**config.mk**
```make
export PLATFORM = sky130hd
export DESIGN_NAME = dram_arbiter
export DESIGN_NICKNAME = d
export VERILOG_FILES = /design/src/rtl/dram_arb_pkg.sv /design/src/rtl/rr_arbiter.sv /design/src/rtl/dram_arbiter.sv
export SDC_FILE = /design/constraint.sdc
export NUM_CORES = 1
export LEC_CHECK = 0
export ABC_AREA = 1
export CAP_MARGIN = 10
export CORE_ASPECT_RATIO = 0.5
export CORE_MARGIN = 2
export CORE_UTILIZATION = 30
export CTS_CLUSTER_SIZE = 14
export DETAILED_ROUTE_END_ITERATION = 12
export REMOVE_ABC_BUFFERS = 1
export SETUP_SLACK_MARGIN = 0.5
export SLEW_MARGIN = 10
export SYNTH_ARGS = -nofsm -noshare
export SYNTH_HDL_FRONTEND = slang
export SYNTH_HIERARCHICAL = 1
export SYNTH_SLANG_ARGS = --single-unit
```
**constraint.sdc**
```tcl
create_clock -name clk -period 2.9 [get_ports clk]
set_input_delay 0.435 -clock clk [delete_from_list [all_inputs] [get_ports clk]]
set_output_delay 0.435 -clock clk [all_outputs]
set_load 0.01 [all_outputs]
```
**src/rtl/dram_arb_pkg.sv**
```systemverilog
// Shared types and constants for the DRAM arbiter.
package dram_arb_pkg;

    localparam int unsigned DEF_AW     = 16;
    localparam int unsigned DEF_DW     = 16;
    localparam int unsigned WR_LATENCY = 3;
    localparam int unsigned RD_LATENCY = 2;

    typedef enum logic [2:0] {
        ST_IDLE,
        ST_W_ADDR,
        ST_W_LATCH,
        ST_W_DATA,
        ST_R_ADDR,
        ST_R_RESP
    } dram_arb_state_t;

endpackage

```
**src/rtl/rr_arbiter.sv**
```systemverilog
// Combinational round-robin pick: first requester strictly after last_grant, wrapping.
module rr_arbiter #(
    parameter int unsigned NUM_CORES = 4,
    parameter int unsigned IW        = $clog2(NUM_CORES)
) (
    input  logic [NUM_CORES-1:0] req,
    input  logic [IW-1:0]        last_grant,
    output logic [IW-1:0]        gnt_idx,
    output logic                 any_req
);

    int unsigned cand;

    always_comb begin
        gnt_idx = '0;
        any_req = 1'b0;
        cand    = 0;
        for (int unsigned k = 1; k <= NUM_CORES; k++) begin
            cand = (32'(last_grant) + k) % NUM_CORES;
            if (!any_req && req[IW'(cand)]) begin
                any_req = 1'b1;
                gnt_idx = IW'(cand);
            end
        end
    end

endmodule

```
**src/rtl/dram_arbiter.sv**
```systemverilog
// Round-robin arbiter/sequencer sharing one single-port DRAM between NUM_CORES ports.
// Optional write-address cache enabled by defining DRAM_ARB_ADDR_CACHE_EN.
module dram_arbiter
    import dram_arb_pkg::*;
#(
    parameter int unsigned NUM_CORES = 4,
    parameter int unsigned AW        = DEF_AW,
    parameter int unsigned DW        = DEF_DW
) (
    input  logic                    clk,
    input  logic                    rst_n,
    input  logic [NUM_CORES-1:0]    req,
    input  logic [NUM_CORES-1:0]    we,
    input  logic [NUM_CORES*AW-1:0] addr,
    input  logic [NUM_CORES*DW-1:0] wdata,
    output logic [NUM_CORES-1:0]    ack,
    output logic [DW-1:0]           rdata,
    output logic                    busy,
    output logic                    dram_write_en,
    output logic                    dram_addr_write_en,
    output logic [DW-1:0]           dram_data_in,
    input  logic [DW-1:0]           dram_data_out
);

    localparam int unsigned IW = $clog2(NUM_CORES);

    dram_arb_state_t state_q, state_d;
    logic [IW-1:0]   gidx_q, gidx_d, last_grant_q, last_grant_d, arb_idx;
    logic            arb_any, sel_we, cache_hit;
    logic [AW-1:0]   addr_q, addr_d, sel_addr;
    logic [DW-1:0]   wdata_q, wdata_d, sel_wdata;

    logic [NUM_CORES-1:0] ack_q, ack_d;
    logic                 busy_q, busy_d, dwe_q, dwe_d, dawe_q, dawe_d;
    logic [DW-1:0]        ddin_q, ddin_d;

    logic [AW-1:0] addr_arr  [NUM_CORES];
    logic [DW-1:0] wdata_arr [NUM_CORES];

    for (genvar g = 0; g < NUM_CORES; g++) begin : g_unpack
        assign addr_arr[g]  = addr[g*AW +: AW];
        assign wdata_arr[g] = wdata[g*DW +: DW];
    end

    rr_arbiter #(.NUM_CORES(NUM_CORES), .IW(IW)) u_rr (
        .req        (req),
        .last_grant (last_grant_q),
        .gnt_idx    (arb_idx),
        .any_req    (arb_any)
    );

    assign sel_we    = we[arb_idx];
    assign sel_addr  = addr_arr[arb_idx];
    assign sel_wdata = wdata_arr[arb_idx];

`ifdef DRAM_ARB_ADDR_CACHE_EN
    // DRAM addr_op still holds the last latched write address; skip re-sending it.
    logic [AW-1:0] last_waddr_q, last_waddr_d;
    logic          lw_valid_q, lw_valid_d;

    always_comb begin
        last_waddr_d = last_waddr_q;
        lw_valid_d   = lw_valid_q;
        if (state_q == ST_W_LATCH) begin
            last_waddr_d = addr_q;
            lw_valid_d   = 1'b1;
        end
    end

    always_ff @(posedge clk or negedge rst_n) begin
        if (!rst_n) begin
            last_waddr_q <= '0;
            lw_valid_q   <= 1'b0;
        end else begin
            last_waddr_q <= last_waddr_d;
            lw_valid_q   <= lw_valid_d;
        end
    end

    assign cache_hit = lw_valid_q && (sel_addr == last_waddr_q);
`else
    assign cache_hit = 1'b0;
`endif

    always_comb begin
        state_d      = state_q;
        gidx_d       = gidx_q;
        last_grant_d = last_grant_q;
        addr_d       = addr_q;
        wdata_d      = wdata_q;
        case (state_q)
            ST_IDLE: begin
                if (arb_any) begin
                    gidx_d       = arb_idx;
                    last_grant_d = arb_idx;
                    addr_d       = sel_addr;
                    wdata_d      = sel_wdata;
                    if (!sel_we)        state_d = ST_R_ADDR;
                    else if (cache_hit) state_d = ST_W_DATA;
                    else                state_d = ST_W_ADDR;
                end
            end
            ST_W_ADDR:  state_d = ST_W_LATCH;
            ST_W_LATCH: state_d = ST_W_DATA;
            ST_R_ADDR:  state_d = ST_R_RESP;
            default:    state_d = ST_IDLE;
        endcase
    end

    // Outputs for the next cycle, decoded from next state and latched request.
    always_comb begin
        ack_d  = '0;
        dwe_d  = 1'b0;
        dawe_d = 1'b0;
        ddin_d = '0;
        busy_d = (state_d != ST_IDLE);
        case (state_d)
            ST_W_ADDR: begin
                dawe_d = 1'b1;
                ddin_d = DW'(addr_d);
            end
            ST_W_LATCH, ST_R_ADDR: ddin_d = DW'(addr_d);
            ST_W_DATA: begin
                dwe_d         = 1'b1;
                ddin_d        = wdata_d;
                ack_d[gidx_d] = 1'b1;
            end
            ST_R_RESP: ack_d[gidx_d] = 1'b1;
            default: ;
        endcase
    end

    always_ff @(posedge clk or negedge rst_n) begin
        if (!rst_n) begin
            state_q      <= ST_IDLE;
            gidx_q       <= '0;
            last_grant_q <= IW'(NUM_CORES - 1);
            addr_q       <= '0;
            wdata_q      <= '0;
            ack_q        <= '0;
            busy_q       <= 1'b0;
            dwe_q        <= 1'b0;
            dawe_q       <= 1'b0;
            ddin_q       <= '0;
        end else begin
            state_q      <= state_d;
            gidx_q       <= gidx_d;
            last_grant_q <= last_grant_d;
            addr_q       <= addr_d;
            wdata_q      <= wdata_d;
            ack_q        <= ack_d;
            busy_q       <= busy_d;
            dwe_q        <= dwe_d;
            dawe_q       <= dawe_d;
            ddin_q       <= ddin_d;
        end
    end

    assign ack                = ack_q;
    assign busy               = busy_q;
    assign dram_write_en      = dwe_q;
    assign dram_addr_write_en = dawe_q;
    assign dram_data_in       = ddin_q;
    // DRAM registers the read word at the end of R_ADDR, so it is passed straight through.
    assign rdata              = (state_q == ST_R_RESP) ? dram_data_out : '0;

endmodule

```
==> impl_metrics.sql <==
INSERT INTO impl_metrics (metric_group, metric, value, unit) VALUES
('grt', 'groute.usage.overall', '17.8', '%'),
('route', 'detail_route.iter0.violations', '194', ''),
('setup_path', 'critical_path.endpoint_type', 'flop', ''),
('placed_design', 'dpl_worst_slack', '0.158', 'ns'),
('setup_path', 'critical-path-slowest-cell', 'dfstp_2', ''),
('setup_path', 'timing.critical_path.cells', 'clkinvlp_4 -> nand2_1 -> nand2_1 -> nand2_4 -> nand2_4 -> nor2_8 -> nand4_1 -> nand3_4 -> buf_12 -> nand2_1 -> nand3_1 -> nand3_2 -> nand3_1 -> nand2_1', ''),
('placed_design', 'globalplace.congestion', '0.844', ''),
('power', 'power.share.sequential', '16.0', '%'),
('placed_design', 'detailedPlacementHpwl', '9.89', 'mm'),
('finish', 'final_nets', '1042', ''),
('synthesis', 'synth-seq-area-share', '35.5', '%'),
('setup_path', 'regToRegSetupSlack', '0.49', 'ns'),
('floorplanning', 'num_rows', '31', ''),
('power', 'power.share.combinational', '71.8', '%'),
('worst_hold_path', 'holdCritStartpoint', 'gidx_q[0]$_DFF_PN0_', ''),
('power', 'intPower', '4770', 'uW'),
('setup_path', 'critical_path_cell_count', '14', ''),
('floorplanning', 'fp.dieW', '175', 'um'),
('setup_path', 'setup.worst_path.start_class', 'flop', ''),
('setup_path', 'timing.critical_path.slowest_cell_delay', '0.59', 'ns'),
('floorplanning', 'core-area', '0.0144', 'sq mm'),
('finish', 'fill_cells', '1438', ''),
('setup_path', 'cp_top_family', 'simple AND/OR/NAND/NOR gates', ''),
('grt', 'global_route.overflow_total', '0', ''),
('clocking', 'tritoncts', 'yes', ''),
('route', 'dr.pass1.iters', '4', ''),
('setup_path', 'timing.critical_path.required', '3.12', 'ns'),
('setup_path', 'path_max_fanout', '33', ''),
('setup_path', 'crit_top_cell', 'nand2_1', ''),
('synthesis', 'synthesis.instances', '694', ''),
('finish', 'areaGrowthSynthToFinish', '60.7', '%'),
('sta', 'slew_viol_final', '0', ''),
('setup_path', 'critical_path_buf_inv_count', '2', ''),
('synthesis', 'share_of_flip_flops_with_an_asynchronous_set_or_reset_after_synthesis', '100', '%'),
('synthesis', 'synth-warning-count', '6', ''),
('sta', 'grt_setup_unrepaired', 'yes', ''),
('clocking', 'clockBufferDepth', '2', ''),
('power', 'switching_power', '4660', 'uW'),
('synthesis', 'synth.distinct_cells', '23', ''),
('grt', 'grt_max_degree', '55', ''),
('route', 'drc', '0', ''),
('sta', 'worst_slew_pin_slew', '0.655', 'ns'),
('sta', 'finalSetupViolCount', '0', ''),
('clocking', 'cts-root-buf', 'clkbuf_16', ''),
('synthesis', 'synth.cell_area', '0.00437', 'sq mm'),
('synthesis', 'synth_edf_count', '0', ''),
('power', 'pwr-share-clk', '12.2', '%'),
('sta', 'clock_skew', '0.00601', 'ns'),
('power', 'power_density', '1340', 'mW/mm^2'),
('floorplanning', 'fp.dieArea', '0.0156', 'sq mm'),
('synthesis', 'synth.avg_cell_area', '6.30', 'sq um'),
('route', 'wl_per_cell', '13.1', 'um'),
('clocking', 'cts.clk_slew.worst_paths', '0.05', 'ns'),
('sta', 'postLayoutSetupSlackWorst', '0.494', 'ns'),
('clocking', 'clock-sinks', '62', ''),
('sta', 'finalWorstPathRequiredPeriod', '2.41', 'ns'),
('finish', 'antenna_cells_inserted', '0', ''),
('finish', 'fraction_of_final_layout_cells_with_drive_strength_greater_than_1', '9.85', '%'),
('setup_path', 'r2r_start', 'last_grant_q[0]$_DFFE_PN1P_', ''),
('clocking', 'insertion_delay', '0.33', 'ns'),
('floorplanning', 'initial_utilization', '30.5', '%'),
('sta', 'hold_violations', '0', ''),
('route', 'avgViaCountPerCell', '4.40', ''),
('power', 'power', '9430', 'uW'),
('grt', 'grt_pass1_vias', '4499', ''),
('route', 'drt.antenna.violating_nets', '0', ''),
('floorplanning', 'die_h', '89.4', 'um'),
('setup_path', 'worst_r2r_path_depth', '14', ''),
('worst_hold_path', 'worstHoldPathCells', '2', ''),
('grt', 'first_pass_grt_wire_length', '22.1', 'mm'),
('run_status', 'run_status', 'finished clean', '');
==> path summary, 6_finish.rpt <==
| path | end |
|---|---|
| max in group asynchronous | dram_data_in[8]$_DFF_PN0_ |
| min reg2reg | gidx_q[0]$_DFF_PN0_ |
| min in group asynchronous | ack[0]$_DFF_PN0_ |
| min | gidx_q[0]$_DFF_PN0_ |
| max reg2reg | dram_data_in[8]$_DFF_PN0_ |
| max | dram_data_in[8]$_DFF_PN0_ |
==> stage by stage <==
step	cell area, sq um	util (%)	cells	hold WS, ns
after floorplan	4160	-	658	0.139
after global placement	6490	45.2	1062	0.333
after detailed placement	6490	45.2	1062	0.335
after CTS	6890	48.0	1085	0.497
after global routing	7030	49.0	1091	0.547
final	7030	49.0	1091	0.498
==> power by group through the flow <==
stage               logic (uW)  registers, uW  clock network (uW)
floorplan                 3470           1580                   0
global placement          5980           1520                   0
detailed placement        6090           1530                   0
CTS                       6250           1500                1160
global route              7610           1550                1210
finish                    6770           1510                1150
==> cell usage in the layout, fill, tap and decap left out, types with 2 or more instances in the layout <==
cell               n
inv_1            152
buf_6              3
nor2_1            85
clkdlybuf4s50_1  191
dfrtp_1           60
dfstp_2            2
nand3_2           14
o21ai_1           24
nand3_4            3
bufinv_16          2
nand2_2           12
clkbuf_1           2
inv_2              5
nand4_1           19
buf_12             4
nor2_8             2
buf_4             15
clkinv_2           2
o21ai_2            2
nand3_1           83
o21ai_0            7
clkbuf_16         11
nand2_4            4
nand2_1          179
==> cell type report <==
| cell class | instances | area (sq um) | share of cell area (%) |
|---|---|---|---|
| clock buffer | 12 | 246 | 3.51 |
| inverter | 159 | 606 | 8.62 |
| timing repair buffer | 218 | 2220 | 31.6 |
| sequential | 62 | 1550 | 22.1 |
| clock inverter | 4 | 70.1 | 0.997 |
| multi-input combinational | 438 | 2080 | 29.7 |
| tap | 198 | 248 | 3.53 |
==> sequential cells by signal, indices dropped and copies added, names as in the netlist <==
name and count:
addr_q 16, dram_data_in 16, wdata_q 16, ack 4
state_q 3, gidx_q 2, last_grant_q 2, busy 1
dram_addr_write_en 1, dram_write_en 1
==> synth_stat cells (2+ instances only) <==
master / n / area [sq um]
nand2_1: 184 / 691
dfrtp_1: 60 / 1500
inv_1: 154 / 578
buf_4: 9 / 67.6
o21ai_0: 32 / 160
nor2_1: 85 / 319
nand2_2: 8 / 50.1
nand3_2: 11 / 110
clkbuf_1: 8 / 30.0
inv_2: 5 / 18.8
a21oi_1: 2 / 10.0
nor2_8: 2 / 40.0
nand2_4: 3 / 33.8
buf_2: 17 / 85.1
nand3_1: 87 / 435
dfstp_2: 2 / 52.6
nand4_1: 19 / 119
==> per-layer routing <==
layer / global-route usage [%] / wire [um]
met5: 0 / 0
met4: 5.15 / 194
met3: 3.36 / 558
met1: 21.8 / 6460
met2: 32.5 / 7120
==> kinds of logic (layout without fill, tap and decap cells) <==
group,after synthesis,count (layout),share of synthesized area [%]
simple gates,401,402,41.8
buf+inv,195,393,18.4
flops,62,62,35.5
compound gates,36,36,4.26
==> worst register-to-register path, stage by stage (launching register included) <==
cell and delay, ns:
dfstp_2 0.59, clkinvlp_4 0.20, nand2_1 0.10, nand2_1 0.10
nand2_4 0.10, nand2_4 0.07, nor2_8 0.10, nand4_1 0.15
nand3_4 0.21, buf_12 0.22, nand2_1 0.12, nand3_1 0.11
nand3_2 0.09, nand3_1 0.07, nand2_1 0.06
==> repair_timing <==
item	4_1_cts	5_1_grt
endpoints found under the setup margin	71	59
endpoints found under the hold margin	10	0
gates cloned	1	3
hold buffers	1	0
resized for setup	3	41
setup buffers	5	3
pin swaps	1	3
Note: power is estimated with default switching activity, not from simulation.
